## config.mk

```make
export PLATFORM = sky130hd
export DESIGN_NAME = isq
export DESIGN_NICKNAME = d
export VERILOG_FILES = /design/src/rtl/isq_pkg.sv /design/src/rtl/isq_step_ctr.sv /design/src/rtl/isq.sv
export SDC_FILE = /design/constraint.sdc
export NUM_CORES = 1
export LEC_CHECK = 0
export CORE_ASPECT_RATIO = 0.5
export CORE_MARGIN = 10
export CORE_UTILIZATION = 25
export DETAILED_ROUTE_END_ITERATION = 12
export HOLD_SLACK_MARGIN = 0.05
export SLEW_MARGIN = 20
export SYNTH_ARGS = -nofsm -noshare
export SYNTH_HDL_FRONTEND = slang
export SYNTH_SLANG_ARGS = --single-unit
export TNS_END_PERCENT = 20
```

## constraint.sdc

```tcl
create_clock -name clk -period 2.4 [get_ports clk]
set_input_delay 0.48 -clock clk [delete_from_list [all_inputs] [get_ports clk]]
set_output_delay 0.48 -clock clk [all_outputs]
set_load 0.05 [all_outputs]
```

## src/rtl/isq_pkg.sv

```systemverilog
// isq shared types: FSM state, fault codes, default sizes.
// Imported by the sequencer and by the decoder for the step width.
package isq_pkg;

  typedef enum logic {
    S_RUN,
    S_HALT
  } isq_state_e;

  typedef enum logic [1:0] {
    FLT_NONE = 2'd0,
    FLT_TRAP = 2'd1,
    FLT_STEP = 2'd2,
    FLT_IR   = 2'd3
  } isq_fault_e;

  localparam int STEPS_DEF = 8;
  localparam int RET_W_DEF = 16;

endpackage

```

## src/rtl/isq_step_ctr.sv

```systemverilog
// Microcode step counter: sync clear, saturating-free increment,
// overflow flag raised while sitting on the last step.
module isq_step_ctr
  import isq_pkg::*;
#(
  parameter  int STEPS = STEPS_DEF,
  localparam int W     = $clog2(STEPS)
) (
  input  logic         clk,
  input  logic         rst,
  input  logic         clr_i,
  input  logic         inc_i,
  output logic [W-1:0] cnt_o,
  output logic         ovf_o
);

  localparam logic [W-1:0] LAST = W'(STEPS - 1);

  logic [W-1:0] cnt_q;
  logic [W-1:0] cnt_d;

  always_comb begin
    cnt_d = cnt_q;
    if (clr_i)
      cnt_d = '0;
    else if (inc_i)
      cnt_d = cnt_q + 1'b1;
  end

  always_ff @(posedge clk) begin
    if (!rst)
      cnt_q <= '0;
    else
      cnt_q <= cnt_d;
  end

  assign cnt_o = cnt_q;
  assign ovf_o = (cnt_q == LAST);

endmodule

```

## src/rtl/isq.sv

```systemverilog
// Instruction sequencer: IR slots, microcode step, fault
// detection and retired-instruction count.
module isq
  import isq_pkg::*;
#(
  parameter  int STEPS = STEPS_DEF,
  parameter  int RET_W = RET_W_DEF,
  localparam int IW    = $clog2(STEPS)
) (
  input  logic             clk,
  input  logic             rst,
  input  logic [7:0]       bus_d,
  input  logic             ir_we,
  input  logic             pc_lrc,
  input  logic             pc_ini,
  input  logic             pc_cub,
  input  logic             trap,
  input  logic [1:0]       len,
  input  logic             resume,
  output logic [7:0]       insn,
  output logic [7:0]       d1,
  output logic [7:0]       d2,
  output logic [IW-1:0]    is,
  output logic             halted,
  output logic [1:0]       fault,
  output logic [RET_W-1:0] retired
);

  isq_state_e       st_q, st_d;
  isq_fault_e       flt_q, flt_d;
  logic [7:0]       insn_q, insn_d;
  logic [7:0]       d1_q, d1_d;
  logic [7:0]       d2_q, d2_d;
  logic [1:0]       ptr_q, ptr_d;
  logic [RET_W-1:0] ret_q, ret_d;

  logic clr, inc, ovf;
  logic step_flt, ir_flt;

  isq_step_ctr #(.STEPS(STEPS)) u_step (
    .clk   (clk),
    .rst   (rst),
    .clr_i (clr),
    .inc_i (inc),
    .cnt_o (is),
    .ovf_o (ovf)
  );

  always_comb begin
    st_d     = st_q;
    flt_d    = flt_q;
    insn_d   = insn_q;
    d1_d     = d1_q;
    d2_d     = d2_q;
    ptr_d    = ptr_q;
    ret_d    = ret_q;
    clr      = 1'b0;
    inc      = 1'b0;
    step_flt = pc_cub & ovf;
    ir_flt   = ir_we & (ptr_q == 2'd3);
    unique case (st_q)
      S_RUN: begin
        if (trap) begin
          st_d  = S_HALT;
          flt_d = FLT_TRAP;
        end else if (pc_lrc || pc_ini) begin
          clr   = 1'b1;
          ptr_d = '0;
          ret_d = ret_q + 1'b1;
          if (len == 2'd0 || ptr_q < len) begin
            st_d  = S_HALT;
            flt_d = FLT_IR;
          end
        end else begin
          inc = pc_cub & ~ovf;
          if (ir_we && !ir_flt) begin
            ptr_d = ptr_q + 1'b1;
            unique case (ptr_q)
              2'd0:    insn_d = bus_d;
              2'd1:    d1_d   = bus_d;
              default: d2_d   = bus_d;
            endcase
          end
          // A step overflow outranks an IR overflow raised alongside it.
          if (step_flt) begin
            st_d  = S_HALT;
            flt_d = FLT_STEP;
          end else if (ir_flt) begin
            st_d  = S_HALT;
            flt_d = FLT_IR;
          end
        end
      end
      default: begin
        if (resume) begin
          st_d  = S_RUN;
          flt_d = FLT_NONE;
          clr   = 1'b1;
          ptr_d = '0;
        end
      end
    endcase
  end

  always_ff @(posedge clk) begin
    if (!rst) begin
      st_q   <= S_RUN;
      flt_q  <= FLT_NONE;
      insn_q <= 8'h00;
      d1_q   <= 8'h00;
      d2_q   <= 8'h00;
      ptr_q  <= '0;
      ret_q  <= '0;
    end else begin
      st_q   <= st_d;
      flt_q  <= flt_d;
      insn_q <= insn_d;
      d1_q   <= d1_d;
      d2_q   <= d2_d;
      ptr_q  <= ptr_d;
      ret_q  <= ret_d;
    end
  end

  assign insn    = insn_q;
  assign d1      = d1_q;
  assign d2      = d2_q;
  assign halted  = (st_q == S_HALT);
  assign fault   = flt_q;
  assign retired = ret_q;

endmodule

```

==> impl_metrics.yaml, run 1 <==
status:
  status: "finished clean"
route:
  antenna_left: 0
  viasPerCell: 4.52
  num_vias: 1850
  met2WireLength_mm: 3.07
  drtPass1Iterations: 6
  wl_mm: 5.84
  wl_met1_mm: 2.45
  wl_met3_um: 238
  routed.top_layer: "met4"
  drt-initial-drc-count: 127
  drc: 0
  wl_per_cell_um: 14.3
clocking:
  clockBufferDepth: 2
  cts_hold_buf: 0
  post_cts_resized: 0
  clock_latency_ns: 0.29
  cts_tree: "built"
  htreeDepth: 2
  postCtsSetupBuffers: 0
  clockRootBuffer: "clkbuf_16"
  clk_pin_slew_ns: 0.06
  cts.sinks: 48
  cts-buffers-inserted: 5
timing:
  post-route-period-util_pct: 86.0
  rsz0062_at_grt: "no"
  setup_violations: 0
  hold_viol_final: 0
  timing.final.max_slew_violations: 0
  clock_skew_ns: 0.00720
  fin_tns_setup_ns: 0
  timing.hold.ws_ns: 0.469
  max_slew_margin_pct: 64.6
  tightest_slew_ns: 0.529
  period_needed_ns: 2.07
  max_freq_mhz: 484
critical_path:
  r2r_slack_ns: 0.48
  timing.reg2reg.worst_path_depth: 4
  critPathRequiredTime_ns: 1.92
  worst-path-max-fanout: 7
  r2r-end: "retired[14]"
  startpoint: "halted"
  r2r_start: "retired[3]"
  critPathLaunchType: "register"
  cp.buffers_inverters: 1
  cpMaxStageDelayCell: "clkdlybuf4s50_1"
  arrival_ns: 1.59
  worst-setup-path-type: "register to output pin"
  endpoint_kind: "output pin"
  path_cells: "clkdlybuf4s50_1"
  worst_path_largest_cell_delay_ns: 0.87
  critical-path-top-delay-family: "buffers and inverters"
power:
  switchingPower_uw: 404
  power_leakage_nw: 1.28
  vdd_ir_drop_max_mv: 0.387
  p_clk_share_pct: 47.5
  p_int_mw: 1.48
  p_comb_share_pct: 9.2
  p_seq_share_pct: 43.3
  swShare_pct: 21.4
  power_density_mw_per_mm2: 611
global_route:
  grt_pass1_wl_mm: 9.42
  grt-ovfl-total: 0
  grt_max_degree: 32
  grt_pass1_vias: 1825
  antenna_found_initial: 0
  grt_usage_pct: 9.24
logic_synthesis:
  ys_seq_area_share_pct: 46.1
  avgSynthCellArea_um2: 9.26
  synth_area_mm2: 0.00208
  synthCells: 225
  synth-seq-cells: 48
  syn_nets: 250
  synthDistinctLibCells: 33
  synth_warnings: 0
finish:
  mostFrequentLayoutCells: "63 x clkdlybuf4s50_1, 48 x dfxtp_1, 38 x nor2_1"
  syn2layout_area_growth_pct: 47.9
  final_util_pct: 38.3
  register_area_um2: 961
  fill_cells: 797
  drive_gt1_share_pct: 7.74
  final_common_cell: "clkdlybuf4s50_1"
  antennaDiodeCount: 0
  final_nets: 321
  multi_input_area_mm2: 0.00104
floorplanning:
  io_pins: 64
  die_area_mm2: 0.0126
  rows: 23
  core-area_mm2: 0.00806
  dieWidth_um: 149
  initial_utilization_pct: 25.9
  chipHeight_um: 84.6
worst_hold_path:
  hold_depth: 2
  hold_class: "register to register"
  min-delay-start: "fault[0]"
  hold_end: "fault[0]"
place:
  port_buffers: 63
  place_congestion: 0.831
  hpwl_mm: 4.53
flow_run:
  cap_violations: 0
-- worst max path at each step --
stage / cells past startpoint / slack, ns / to
after floorplan: 6 / 0.31 / retired[13]
after global placement: 5 / 0.1 / retired[13]
after detailed placement: 5 / 0.10 / retired[15]
after CTS: 1 / 0.33 / retired[3]
after global routing: 1 / 0.28 / halted
final: 1 / 0.33 / halted
-- state kept, by name, summed over array words and instances, names as in the netlist --
register,flops
ptr_q,2
insn,8
d1,8
d2,8
retired,16
halted,1
u_step.cnt_o,3
fault,2
-- power by group through the flow --
| stage | logic (mW) | registers (mW) | clock network, mW |
|---|---|---|---|
| 6_report | 0.173 | 0.817 | 0.895 |
| 5_1_grt | 0.187 | 0.818 | 0.965 |
| 4_1_cts | 0.173 | 0.817 | 0.920 |
| 3_5_place_dp | 0.172 | 0.835 | 0 |
| 3_3_place_gp | 0.169 | 0.835 | 0 |
| 2_1_floorplan | 0.0566 | 0.870 | 0 |
-- cell usage after synthesis --
| cell | number | area, um2 |
|---|---|---|
| a21oi_1 | 14 | 70.1 |
| a22oi_1 | 1 | 7.51 |
| and3_1 | 1 | 6.26 |
| and4_1 | 1 | 8.76 |
| buf_6 | 2 | 22.5 |
| clkbuf_1 | 9 | 33.8 |
| clkinv_1 | 1 | 3.75 |
| dfxtp_1 | 48 | 961 |
| ha_1 | 7 | 87.6 |
| inv_1 | 6 | 22.5 |
| mux2i_1 | 27 | 270 |
| nand2_1 | 11 | 41.3 |
| nand2b_1 | 1 | 6.26 |
| nand3_1 | 12 | 60.1 |
| nand4_1 | 5 | 31.3 |
| nand4b_1 | 2 | 17.5 |
| nor2_1 | 38 | 143 |
| nor2b_1 | 1 | 6.26 |
| nor4_1 | 2 | 12.5 |
| nor4b_1 | 2 | 17.5 |
| o21a_1 | 1 | 7.51 |
| o21ai_0 | 4 | 20.0 |
| o311a_1 | 1 | 10.0 |
| o31ai_1 | 6 | 45.0 |
| or2_1 | 1 | 6.26 |
| or2_2 | 1 | 6.26 |
| or2b_1 | 1 | 7.51 |
| or3_1 | 4 | 25.0 |
| or3_4 | 1 | 11.3 |
| or4_1 | 5 | 37.5 |
| or4_2 | 1 | 8.76 |
| xnor2_1 | 4 | 35.0 |
| xor2_1 | 4 | 35.0 |
-- kinds of logic after synthesis --
group / count (synthesis) / share of synthesized area [%]
simple gates: 90 / 21.7
xor+xnor: 8 / 3.36
compound gates: 27 / 7.68
mux: 27 / 13.0
buf+inv: 18 / 3.96
flops: 48 / 46.1
fa+ha+maj: 7 / 4.20
-- cell type report --
class                      instances  share of cell area [%]
multi-input combinational        159                    33.8
sequential                        48                    31.2
timing repair buffer              75                    23.4
tap                              112                    4.55
clock buffer                       5                    4.06
clock inverter                     3                    2.23
inverter                           7                   0.852
-- stage by stage --
| step | area, um2 | power [mW] | setup WS [ns] | instances |
|---|---|---|---|---|
| 6_report | 3080 | 1.88 | 0.335 | 409 |
| 5_1_grt | 3080 | 1.97 | 0.277 | 409 |
| 4_1_cts | 3080 | 1.91 | 0.335 | 409 |
| 3_5_place_dp | 2890 | 1.01 | 0.101 | 401 |
| 3_3_place_gp | 2890 | 1.00 | 0.0984 | 401 |
| 2_1_floorplan | 2080 | 0.926 | 0.308 | 225 |
-- routing by layer --
| layer | up-vias | GRT usage (%) |
|---|---|---|
| li1 | 930 | - |
| met1 | 882 | 10.1 |
| met2 | 32 | 16.3 |
| met3 | 6 | 2.94 |
| met4 | 0 | 3.63 |
| met5 | - | 0 |
(Power assumes the default switching activity.)
==> run 2, diff against run 1 <==
--- a/config.mk
+++ b/config.mk
@@ -8,6 +8,7 @@
 export CORE_ASPECT_RATIO = 0.5
 export CORE_MARGIN = 10
 export CORE_UTILIZATION = 25
+export CTS_BUF_LIST = sky130_fd_sc_hd__clkbuf_8
 export DETAILED_ROUTE_END_ITERATION = 12
 export HOLD_SLACK_MARGIN = 0.05
 export SLEW_MARGIN = 20
==> impl_metrics.yaml, run 2 (synthesis gave the netlist of run 1 again) <==
clocking:
  clk_pin_slew_ns: 0.08
  clock_latency_ns: 0.30
  cts-buffers-inserted: 5
  cts_hold_buf: 0
  cts.sinks: 48
  htreeDepth: 2
  post_cts_resized: 0
  postCtsSetupBuffers: 0
  clockBufferDepth: 2
  cts_tree: "built"
  clockRootBuffer: "clkbuf_8"
critical_path:
  worst_path_largest_cell_delay_ns: 0.87
  cp.buffers_inverters: 1
  endpoint_kind: "output pin"
  critPathLaunchType: "register"
  critical-path-top-delay-family: "buffers and inverters"
  path_cells: "clkdlybuf4s50_1"
  arrival_ns: 1.61
  worst-path-max-fanout: 7
  cpMaxStageDelayCell: "clkdlybuf4s50_1"
  worst-setup-path-type: "register to output pin"
  critPathRequiredTime_ns: 1.92
route:
  drc: 0
  wl_per_cell_um: 14.2
  num_vias: 1843
  drtPass1Iterations: 4
  viasPerCell: 4.51
  antenna_left: 0
  drt-initial-drc-count: 98
  wl_mm: 5.80
finish:
  largest_register_ffs: 16
  mostFrequentLayoutCells: "63 x clkdlybuf4s50_1, 48 x dfxtp_1, 38 x nor2_1"
  design_area_mm2: 0.00303
  antennaDiodeCount: 0
  syn2layout_area_growth_pct: 45.2
  fill_cells: 805
  drive_gt1_share_pct: 7.74
  final_common_cell: "clkdlybuf4s50_1"
  final_nets: 321
global_route:
  grt_pass1_wl_mm: 9.32
  antenna_found_initial: 0
  grt_usage_pct: 9.04
  grt_most_used_layer: "met2"
  met3_usage_pct: 2.62
  grt_pass1_vias: 1820
  grt-ovfl-total: 0
  met2_usage_pct: 16.2
  grt_use_met1_pct: 10.1
  grt_max_degree: 32
timing:
  timing.final.max_slew_violations: 0
  max_freq_mhz: 478
  timing.hold.ws_ns: 0.476
  max_slew_margin_pct: 64.7
  fin_tns_setup_ns: 0
  setup_violations: 0
  clock_skew_ns: 0.00838
  rsz0062_at_grt: "no"
  period_needed_ns: 2.09
  setup_ws_ns: 0.307
  post-route-period-util_pct: 87.2
  tightest_slew_ns: 0.528
  hold_viol_final: 0
floorplanning:
  initial_utilization_pct: 25.9
  core-area_mm2: 0.00806
  chipHeight_um: 84.6
  rows: 23
  io_pins: 64
  dieWidth_um: 149
  die_area_mm2: 0.0126
power:
  vdd_ir_drop_max_mv: 0.309
  switchingPower_uw: 384
  p_int_mw: 1.30
  p_comb_share_pct: 10.3
  p_seq_share_pct: 48.5
  power_leakage_nw: 1.25
  swShare_pct: 22.8
  p_clk_share_pct: 41.2
  power_density_mw_per_mm2: 556
place:
  pre_cts_ws_ns: 0.101
  port_buffers: 63
  dpl_cell_area_mm2: 0.00289
  hpwl_mm: 4.53
  place_congestion: 0.831
worst_hold_path:
  hold_class: "register to register"
flow_run:
  cap_violations: 0
status:
  status: "finished clean"
[run 2: power by group through the flow]
stage | registers, mW | logic [mW] | clock network (mW)
after CTS | 0.817 | 0.173 | 0.717
final | 0.817 | 0.173 | 0.694
after global placement | 0.835 | 0.169 | 0
after detailed placement | 0.835 | 0.172 | 0
after floorplan | 0.870 | 0.0566 | 0
after global routing | 0.818 | 0.187 | 0.755
[run 2: layout make-up]
cell class	instances	area (um2)	area share, %
clock buffers	5	68.8	2.27
clock inverters	3	68.8	2.27
inverters	7	26.3	0.868
multi-input cells	159	1040	34.4
flip-flops and latches	48	961	31.7
well taps	112	140	4.63
repair buffers	75	721	23.8
[run 2: final timing paths]
kind / start / endpoint / slack, ns / cells after the start
setup / recovery: halted / halted / 0.31 / 1
hold / removal: fault[0] / fault[0] / 0.48 / 2
setup reg to reg: retired[3] / retired[14] / 0.47 / 4
hold reg to reg: fault[0] / fault[0] / 0.48 / 2
[run 2: per-layer routing]
metal  share of wire [%]  vias up
met5                   0        -
met4                 1.6        0
met3                 4.2        8
met2                  52       30
met1                  42      874
li1                    -      931
[run 2: per-stage QoR]
stage / power (mW) / instances / utilization (%)
after global routing: 1.76 / 409 / 37.6
after CTS: 1.71 / 409 / 37.6
after detailed placement: 1.01 / 401 / 35.9
after global placement: 1.00 / 401 / 35.9
final: 1.68 / 409 / 37.6
after floorplan: 0.926 / 225 / -
==> run 3, diff against run 2 <==
--- a/config.mk
+++ b/config.mk
@@ -5,10 +5,11 @@
 export SDC_FILE = /design/constraint.sdc
 export NUM_CORES = 1
 export LEC_CHECK = 0
+export ABC_AREA = 1
 export CORE_ASPECT_RATIO = 0.5
 export CORE_MARGIN = 10
 export CORE_UTILIZATION = 25
-export CTS_BUF_LIST = sky130_fd_sc_hd__clkbuf_8
+export CTS_BUF_LIST = sky130_fd_sc_hd__clkbuf_2 sky130_fd_sc_hd__clkbuf_4 sky130_fd_sc_hd__clkbuf_8
 export DETAILED_ROUTE_END_ITERATION = 12
 export HOLD_SLACK_MARGIN = 0.05
 export SLEW_MARGIN = 20
==> impl_metrics.yaml, run 3 <==
timing:
  clock_skew_ns: 0.0132
  period_needed_ns: 2.10
  timing.final.max_slew_violations: 0
  post-route-period-util_pct: 87.4
  hold_viol_final: 0
  max_slew_margin_pct: 64.5
  timing.hold.ws_ns: 0.447
  setup_violations: 0
  tightest_slew_ns: 0.531
  rsz0062_at_grt: "no"
  fin_tns_setup_ns: 0
  max_freq_mhz: 477
logic_synthesis:
  synthCells: 307
  avgSynthCellArea_um2: 7.10
  ys_seq_area_share_pct: 44.1
  synthTopCellsByArea: "dfxtp_1 44%, nor2_1 12%, nand2_1 8.3%"
  synthDistinctLibCells: 24
  yosysMostFrequentCell: "nor2_1"
  synthFlopType: "dfxtp_1"
  synth_warnings: 0
  synth_top_area_cell: "dfxtp_1"
  synth-edff-count: 0
  synth_commonest_cells: "72 x nor2_1, 48 x dfxtp_1, 48 x nand2_1"
  synth_area_mm2: 0.00218
  netlist.area_leader.share_pct: 44.1
  synth-seq-cells: 48
  ys_async_sr_fraction_pct: 0
  syn_nets: 332
finish:
  largest_register_ffs: 16
  mostFrequentLayoutCells: "72 x nor2_1, 63 x clkdlybuf4s50_1, 48 x nand2_1, 48 x dfxtp_1, 34 x inv_1"
  final_nets: 398
  final_common_cell: "nor2_1"
  drive_gt1_share_pct: 7.49
  syn2layout_area_growth_pct: 39.9
  antennaDiodeCount: 0
  fill_cells: 897
clocking:
  htreeDepth: 2
  clockBufferDepth: 2
  cts.sinks: 48
  cts_hold_buf: 0
  clk_pin_slew_ns: 0.09
  clock_latency_ns: 0.31
  post_cts_resized: 0
  cts_tree: "built"
  postCtsSetupBuffers: 0
  clockRootBuffer: "clkbuf_8"
  cts-buffers-inserted: 5
power:
  power_leakage_nw: 1.18
  swShare_pct: 26.9
  vdd_ir_drop_max_mv: 0.298
  p_clk_share_pct: 35.8
  power_density_mw_per_mm2: 551
  switchingPower_uw: 451
  p_seq_share_pct: 49.7
  p_int_mw: 1.23
  p_comb_share_pct: 14.6
flow_run:
  cap_violations: 0
critical_path:
  worst_path_largest_cell_delay_ns: 0.86
  critPathRequiredTime_ns: 1.92
  critPathLaunchType: "register"
  cpMaxStageDelayCell: "clkdlybuf4s50_1"
  arrival_ns: 1.62
  path_cells: "clkdlybuf4s50_1"
  worst-path-max-fanout: 5
  cp.buffers_inverters: 1
  timing.reg2reg.worst_path_depth: 7
  worst-setup-path-type: "register to output pin"
  critical-path-top-delay-family: "buffers and inverters"
  endpoint_kind: "output pin"
  path_depth: 1
worst_hold_path:
  hold_depth: 2
  hold_class: "register to register"
place:
  hpwl_mm: 4.58
  port_buffers: 63
  place_congestion: 0.772
floorplanning:
  io_pins: 64
  dieWidth_um: 152
  initial_utilization_pct: 26.5
  core-area_mm2: 0.00823
  rows: 23
  die_area_mm2: 0.0131
  chipHeight_um: 86.0
route:
  viasPerCell: 4.20
  num_vias: 2042
  drt-initial-drc-count: 108
  wl_per_cell_um: 12.0
  drc: 0
  antenna_left: 0
  drtPass1Iterations: 4
  wl_mm: 5.85
global_route:
  grt_pass1_vias: 1918
  antenna_found_initial: 0
  grt_max_degree: 31
  grt_pass1_wl_mm: 9.74
  grt_usage_pct: 8.82
  grt-ovfl-total: 0
status:
  status: "finished clean"
[run 3: cell types whose count changed in the layout (fill, tap and decap cells not counted), moves of 5 or more]
cell,delta
nand2_1,+37
o31ai_1,-6
inv_1,+28
inv_2,+5
or4_1,-5
mux2i_1,-27
nor2_1,+34
buf_4,-11
o21ai_0,+29
[run 3: logic make-up after synthesis]
family / synth area share (%)
AOI/OAI and AO/OA: 13.0
xor gates and xnor gates: 1.61
and+or+nand+nor: 29.6
buffers and inverters: 7.70
DFF: 44.1
adders and majority gates: 4.02
[run 3: area by class of cell]
cell class                 count  area (um2)  area share (%)
multi-input combinational    215        1050            34.5
sequential                    48         961            31.5
clock buffer                   6        76.3            2.51
clock inverter                 2        35.0            1.15
timing repair buffer          64         638            20.9
tap                          112         140            4.60
inverter                      39         146            4.80
[run 3: power by group through the flow]
stage	Sequential (mW)	Combinational, mW	Clock [mW]
2_1_floorplan	0.907	0.0987	0
3_3_place_gp	0.852	0.247	0
3_5_place_dp	0.853	0.247	0
4_1_cts	0.834	0.248	0.622
5_1_grt	0.837	0.274	0.649
6_report	0.834	0.245	0.601
[run 3: stage by stage]
step	area [um2]	utilization (%)	cells	power [mW]	setup slack (ns)
after floorplan	2180	-	307	1.01	0.728
after CTS	3050	37.0	486	1.70	0.273
after global routing	3050	37.0	486	1.76	0.245
after global placement	2940	35.7	478	1.10	0.441
after detailed placement	2940	35.7	478	1.10	0.401
final	3050	37.0	486	1.68	0.302
[run 3: layer usage]
layer	track usage [%]	up-vias	routed length [um]
met5	0	-	0
met2	14.9	24	2740
met4	2.61	0	73
met3	3.04	6	265
li1	-	1104	-
met1	10.5	908	2770
[run 3: path summary, 6_finish.rpt]
| path | from | end | slack [ns] |
|---|---|---|---|
| min reg2reg | d2[4] | d2[4] | 0.45 |
| max reg2reg | ptr_q[0] | d2[0] | 0.80 |
| min | d2[4] | d2[4] | 0.45 |
| max | halted | halted | 0.30 |
